File: config.mk
export PLATFORM = sky130hd
export DESIGN_NAME = bcd_conv_arbiter_flat
export DESIGN_NICKNAME = d
export VERILOG_FILES = /design/src/rtl/bcd_conv_arbiter_if.sv /design/src/rtl/bcd_conv_arbiter.sv /design/src/flat_wrapper.sv
export SDC_FILE = /design/constraint.sdc
export NUM_CORES = 1
export LEC_CHECK = 0
export ABC_CLOCK_PERIOD_IN_PS = 1800
export CAP_MARGIN = 20
export CORE_ASPECT_RATIO = 2
export CORE_UTILIZATION = 38
export DETAILED_ROUTE_END_ITERATION = 8
export HOLD_SLACK_MARGIN = 0.03
export PLACE_DENSITY = 0.78
export SETUP_SLACK_MARGIN = 0.4
export SLEW_MARGIN = 0
export SYNTH_ARGS = -nofsm -noshare
export SYNTH_HDL_FRONTEND = slang
export SYNTH_SLANG_ARGS = --single-unit
File: constraint.sdc
create_clock -name clk -period 1.8 [get_ports clk]
set_input_delay 0.18 -clock clk [delete_from_list [all_inputs] [get_ports clk]]
set_output_delay 0.18 -clock clk [all_outputs]
set_load 0.1 [all_outputs]
File: src/rtl/bcd_conv_arbiter_if.sv
// Requester and converter signals for the shared BCD converter arbiter.
// The arbiter is the slave side; producers and the converter form the master side.
interface bcd_conv_arbiter_if #(
  parameter int unsigned N_REQ = 4,
  parameter int unsigned BIN_W = 12,
  parameter int unsigned BCD_W = 16
);
  logic [N_REQ-1:0]       req;
  logic [N_REQ*BIN_W-1:0] bin_in;
  logic [N_REQ-1:0]       ack;
  logic [BCD_W-1:0]       bcd_out;
  logic                   err;
  logic                   busy;
  logic                   conv_en;
  logic [BIN_W-1:0]       conv_bin;
  logic [BCD_W-1:0]       conv_bcd;
  logic                   conv_rdy;

  modport slave (
    input  req, bin_in, conv_bcd, conv_rdy,
    output ack, bcd_out, err, busy, conv_en, conv_bin
  );

  modport master (
    output req, bin_in, conv_bcd, conv_rdy,
    input  ack, bcd_out, err, busy, conv_en, conv_bin
  );
endinterface

File: src/rtl/bcd_conv_arbiter.sv
// Round-robin arbiter sequencing one shared binary-to-BCD converter among N_REQ requesters,
// with a conversion timeout and a post-reset drain of any conversion still in flight.
module bcd_conv_arbiter #(
  parameter int unsigned N_REQ   = 4,
  parameter int unsigned BIN_W   = 12,
  parameter int unsigned BCD_W   = 16,
  parameter int unsigned TIMEOUT = 100
) (
  input  logic               clk,
  input  logic               rst,
  bcd_conv_arbiter_if.slave  bus
);

  localparam int unsigned IdxW = (N_REQ > 1) ? $clog2(N_REQ) : 1;
  localparam int unsigned CntW = $clog2(TIMEOUT + 1);

  typedef enum logic [2:0] {StDrain, StIdle, StLaunch, StWait, StDeliver} state_e;

  state_e          state_q, state_d;
  logic [IdxW-1:0] ptr_q, ptr_d;
  logic [IdxW-1:0] grant_q, grant_d;
  logic [CntW-1:0] cnt_q, cnt_d;
  logic [BIN_W-1:0] bin_q, bin_d;
  logic [BCD_W-1:0] bcd_q, bcd_d;
  logic            err_q, err_d;

  logic            pick_vld;
  logic [IdxW-1:0] pick_idx;
  logic [IdxW-1:0] cand;

  // First pending requester after the last one served, wrapping modulo N_REQ.
  always_comb begin
    pick_vld = 1'b0;
    pick_idx = '0;
    cand     = '0;
    for (int unsigned k = 1; k <= N_REQ; k++) begin
      cand = IdxW'((32'(ptr_q) + k) % N_REQ);
      if (!pick_vld && bus.req[cand]) begin
        pick_vld = 1'b1;
        pick_idx = cand;
      end
    end
  end

  always_ff @(posedge clk) begin
    if (rst) begin
      state_q <= StDrain;
      ptr_q   <= IdxW'(N_REQ - 1);
      grant_q <= '0;
      cnt_q   <= '0;
      bin_q   <= '0;
      bcd_q   <= '0;
      err_q   <= 1'b0;
    end else begin
      state_q <= state_d;
      ptr_q   <= ptr_d;
      grant_q <= grant_d;
      cnt_q   <= cnt_d;
      bin_q   <= bin_d;
      bcd_q   <= bcd_d;
      err_q   <= err_d;
    end
  end

  always_comb begin
    state_d = state_q;
    ptr_d   = ptr_q;
    grant_d = grant_q;
    cnt_d   = cnt_q;
    bin_d   = bin_q;
    bcd_d   = bcd_q;
    err_d   = err_q;
    unique case (state_q)
      // The converter has no reset; a result arriving here belongs to an aborted request.
      StDrain: begin
        if (bus.conv_rdy || (cnt_q == CntW'(TIMEOUT - 1))) begin
          cnt_d   = '0;
          state_d = StIdle;
        end else begin
          cnt_d = cnt_q + 1'b1;
        end
      end
      StIdle: begin
        if (pick_vld) begin
          grant_d = pick_idx;
          bin_d   = bus.bin_in[pick_idx*BIN_W +: BIN_W];
          state_d = StLaunch;
        end
      end
      StLaunch: begin
        cnt_d   = '0;
        state_d = StWait;
      end
      StWait: begin
        cnt_d = cnt_q + 1'b1;
        if (bus.conv_rdy) begin
          bcd_d   = bus.conv_bcd;
          state_d = StDeliver;
        end else if (cnt_d == CntW'(TIMEOUT - 1)) begin
          bcd_d   = '1;
          err_d   = 1'b1;
          state_d = StDeliver;
        end
      end
      StDeliver: begin
        ptr_d   = grant_q;
        err_d   = 1'b0;
        state_d = StIdle;
      end
      default: state_d = StDrain;
    endcase
  end

  always_comb begin
    bus.ack      = '0;
    bus.err      = 1'b0;
    bus.conv_en  = 1'b0;
    bus.busy     = (state_q != StIdle);
    bus.conv_bin = bin_q;
    bus.bcd_out  = bcd_q;
    unique case (state_q)
      StLaunch:  bus.conv_en = 1'b1;
      StDeliver: begin
        bus.ack[grant_q] = 1'b1;
        bus.err          = err_q;
      end
      default: ;
    endcase
  end

endmodule

File: src/flat_wrapper.sv
// flat-port wrapper written by rule: the top's interface ports become plain ports
module bcd_conv_arbiter_flat 
#(
  parameter int unsigned N_REQ   = 4,
  parameter int unsigned BIN_W   = 12,
  parameter int unsigned BCD_W   = 16,
  parameter int unsigned TIMEOUT = 100
)
  (clk, rst, bus_req, bus_bin_in, bus_conv_bcd, bus_conv_rdy, bus_ack, bus_bcd_out, bus_err, bus_busy, bus_conv_en, bus_conv_bin);
  bcd_conv_arbiter_if #(.N_REQ(N_REQ), .BIN_W(BIN_W), .BCD_W(BCD_W)) bus_i ();
  input  logic clk;
  input  logic rst;
  input wire logic [$bits(bus_i.req)-1:0] bus_req;
  input wire logic [$bits(bus_i.bin_in)-1:0] bus_bin_in;
  input wire logic [$bits(bus_i.conv_bcd)-1:0] bus_conv_bcd;
  input wire logic [$bits(bus_i.conv_rdy)-1:0] bus_conv_rdy;
  output wire logic [$bits(bus_i.ack)-1:0] bus_ack;
  output wire logic [$bits(bus_i.bcd_out)-1:0] bus_bcd_out;
  output wire logic [$bits(bus_i.err)-1:0] bus_err;
  output wire logic [$bits(bus_i.busy)-1:0] bus_busy;
  output wire logic [$bits(bus_i.conv_en)-1:0] bus_conv_en;
  output wire logic [$bits(bus_i.conv_bin)-1:0] bus_conv_bin;
  assign bus_i.req = bus_req;
  assign bus_i.bin_in = bus_bin_in;
  assign bus_i.conv_bcd = bus_conv_bcd;
  assign bus_i.conv_rdy = bus_conv_rdy;
  assign bus_ack = bus_i.ack;
  assign bus_bcd_out = bus_i.bcd_out;
  assign bus_err = bus_i.err;
  assign bus_busy = bus_i.busy;
  assign bus_conv_en = bus_i.conv_en;
  assign bus_conv_bin = bus_i.conv_bin;
  bcd_conv_arbiter #(.N_REQ(N_REQ), .BIN_W(BIN_W), .BCD_W(BCD_W), .TIMEOUT(TIMEOUT)) u_core (.clk(clk), .rst(rst), .bus(bus_i));
endmodule
==> summary.md <==
| Metric | Value |
|---|---|
| Status | finished, violations left |
| Failing checks | DRC |
| Cell family with most CP delay | compound AO/OA/AOI/OAI gates |
| Clk buf depth | 2 |
| Distinct cells, synth | between 40 and 50 |
| Fmax | 559 MHz |
| Clk sinks | 43 |
| Die H | 113 um |
| CP Buf/Inv Count | 2 |
| Max-Cap Viols | 0 |
| Syn Nets | 345 |
| I/O pin total | 106 |
| FF-to-FF path depth | 8 |
| ANT nets after route | 0 |
| DIE WIDTH | 57.3 um |
| Crit-path max cell delay | just under 0.4 ns |
| Critical Path Fanout Max | 5 |
| Slowest CP cell | dfxtp_4 |
| Final Max Slew Viols | 0 |
| EDFF count, synth | 0 |
| Layout cells sized above 1 | 41.1% |
| DRT iter0 DRCs | 140 |
| # nets final | 492 |
| Number of diodes | 0 |
| Grt total ovfl | 0 |
| Crit. End Element | flop |
| Synth warn | 0 |
| Top post-synthesis cells by area | dfxtp_1, mux2i_1, o221ai_1 |
| Top cell type's share of synthesized area | between 30 and 40% |
| Static leakage | 0.00184 uW |
| Routability cong. | 0.835 |
| Antenna violations before repair | 0 |
| Worst Clk Skew | around 0.0031 ns |
| Area leader, netlist | dfxtp_1 |
| Slew @ Worst Pin | approximately 0.57 ns |
| Worst r2r src | u_core.cnt_q[1] |
| Largest net degree at the start of global routing | 19 |
| Total global-route track usage | 26.4% |
| H-tree levels | 2 |
| PnR worst setup slack | between 0.01 and 0.015 ns |
| Min-Delay Path Depth | 2 |
| Final worst path period need | ~1.8 ns |
| Power Density | 692 nW/um2 |
| Synth Register Bits | 43 |
| Initial Util | 39.0% |
| CTS clk-pin slew, worst paths | 0.06 ns |
| Post-route cell area | 4520 um2 |
| Prevailing post-synth register cell | dfxtp_1 |
| CTS tree | built |
| Final setup violation count | 0 |
| Syn Inst Count | 271 |
| Number of CTS-inserted buffers | 5 |
| CP Launch Point | u_core.cnt_q[1] |
| Vias in the first global route | 2804 |
| Mapped Area | 2320 um2 |
| Die area | approximately 6400 um2 |
| Worst Path Arrival | 2.01 ns |
| Clk_lat worst skew | about 0.29 ns |
| Stages on worst setup path | 8 |
| Synthesis-to-layout area growth | 94.7% |
| Std-Cell Rows | 40 |
| Vias per cell | 5.80 |
| Hold Path Class | flop to flop |
| Pre-antenna DRT Iters | 9 |
| Critical-path cell list | ha_4, nand2_2, o31a_1, o21ai_1, nand4_1, buf_4, clkbuf_16, a21oi_2 |
| Hold Startpoint | u_core.bus.conv_bin[8] |
| Ys async rst share | 0% |
| # DRC | 14 |
| Area post-placement | between 3000 and 4000 um2 |
| Root buffer cell | clkbuf_16 |
| VDD IR-drop max | about 600 uV |
| Pre-CTS WS | -0.176 ns |
| CP startpoint kind | flop |
| Final Hold Vio Count | 0 |
| Syn avg cell area | 8.57 um2 |
| First-pass GRT wire length | 13.2 mm |
| Wirelength, routed | 9.29 mm |
| DR vias | 2797 |
| Tcrit/Tclk final | 99.4% |
| Core footprint | 5960 um2 |
| Post-synthesis sequential area ratio | 37.0% |
| Dpl hpwl | 5.62 mm |
| Number of buffers added on ports | approximately 110 |
| Unrepaired setup endpoints after global routing | true |
| Critical path class | flop to flop |
| Layout Utilization | between 70% and 80% |
| Cts hold-fix bufs | 0 |
| Routed len/inst | 19.3 um |
| Req. time, crit path | 2.02 ns |
| Max_slew headroom | 62.0% |
## logic make-up after synthesis
| logic type | count (synthesis) | share of synthesized area (%) |
|---|---|---|
| AOI/OAI and AO/OA | 82 | 25.8 |
| xor gates and xnor gates | 3 | 1.13 |
| adders and majority gates | 3 | 1.62 |
| buffers and inverters | 28 | 5.87 |
| DFF | 43 | 37.0 |
| muxes | 26 | 11.3 |
| and+or+nand+nor | 86 | 17.2 |
## power by group
group          internal (uW)  switching [uW]  total, uW
registers                996            42.4       1040
logic                    459             587       1050
clock network            654             391       1050
total                   2110            1020       3130
## final cells by class
type	instances	area (um2)
clock inverters	3	43.8
flip-flops and latches	43	881
fillers	375	1430
inverters	8	30.0
multi-input cells	200	1700
repair buffers	160	1660
clock buffers	5	125
well taps	63	78.8
## tightest hold or removal path, stage by stage, from the launching register on
cell,delay [ns]
dfxtp_1,0.33
nand2_1,0.05
o221ai_1,0.05
## registers in the layout (all words and copies together) (netlist names)
name / count
u_core.state_q: 3
u_core.bus.conv_bin: 12
u_core.bus.bcd_out: 16
u_core.grant_q: 2
u_core.err_q: 1
u_core.ptr_q: 2
u_core.cnt_q: 7
## cells in the mapped netlist (all sizes together), types with 2 or more instances
library cell	number
o21a	2
a21oi	23
o221ai	28
and2	2
nand3	7
mux2i	25
nor4	2
buf	10
a211oi	3
nand2b	4
a31oi	2
o21ai	8
dfxtp	43
inv	8
xor2	2
a21o	3
nand2	28
nand4	3
clkbuf	10
ha	3
or3	2
o22ai	2
nor3	5
nor2	27
## through the flow
| step | instances | hold WS [ns] | TNS [ns] | power (uW) |
|---|---|---|---|---|
| finish | 482 | 0.477 | 0 | 3130 |
| global route | 482 | 0.515 | -0.233 | 3220 |
| CTS | 473 | 0.474 | 0 | 3050 |
| detailed placement | 444 | 0.449 | -1.88 | 1910 |
| global placement | 444 | 0.443 | -0.627 | 1900 |
| floorplan | 271 | 0.380 | 0 | 1590 |
## placed cells by master (no fill, tap or decap), types with 6 or more instances in the layout
| cell | count |
|---|---|
| buf_4 | 64 |
| inv_1 | 7 |
| buf_6 | 6 |
| clkdlybuf4s50_1 | 66 |
| buf_12 | 13 |
| mux2i_1 | 22 |
| nand3_1 | 6 |
| dfxtp_2 | 7 |
| nand2_1 | 23 |
| clkbuf_16 | 7 |
| dfxtp_1 | 33 |
| nor2_1 | 21 |
| o221ai_1 | 25 |
| a21oi_2 | 15 |
## per-layer routing
metal / share of wire, % / GRT usage [%]
met1: 31 / 23.4
met2: 60 / 54.1
met4: 2.8 / 10.9
met3: 5.9 / 4.84
met5: 0 / 0
## repair_timing
action	CTS	global route
setup endpoints to repair	48	47
gates cloned	3	2
pin swaps	16	12
setup buffers	18	7
gates resized for setup	43	39
## worst paths after layout
path	slack [ns]	endpoint
worst max register to register	0.01	u_core.bus.bcd_out[14]
worst min register to register	0.48	u_core.bus.conv_bin[8]
worst min-delay path	0.48	u_core.bus.conv_bin[8]
worst max-delay path	0.01	u_core.bus.bcd_out[14]
No activity file was read; power rests on OpenSTA's default activity.
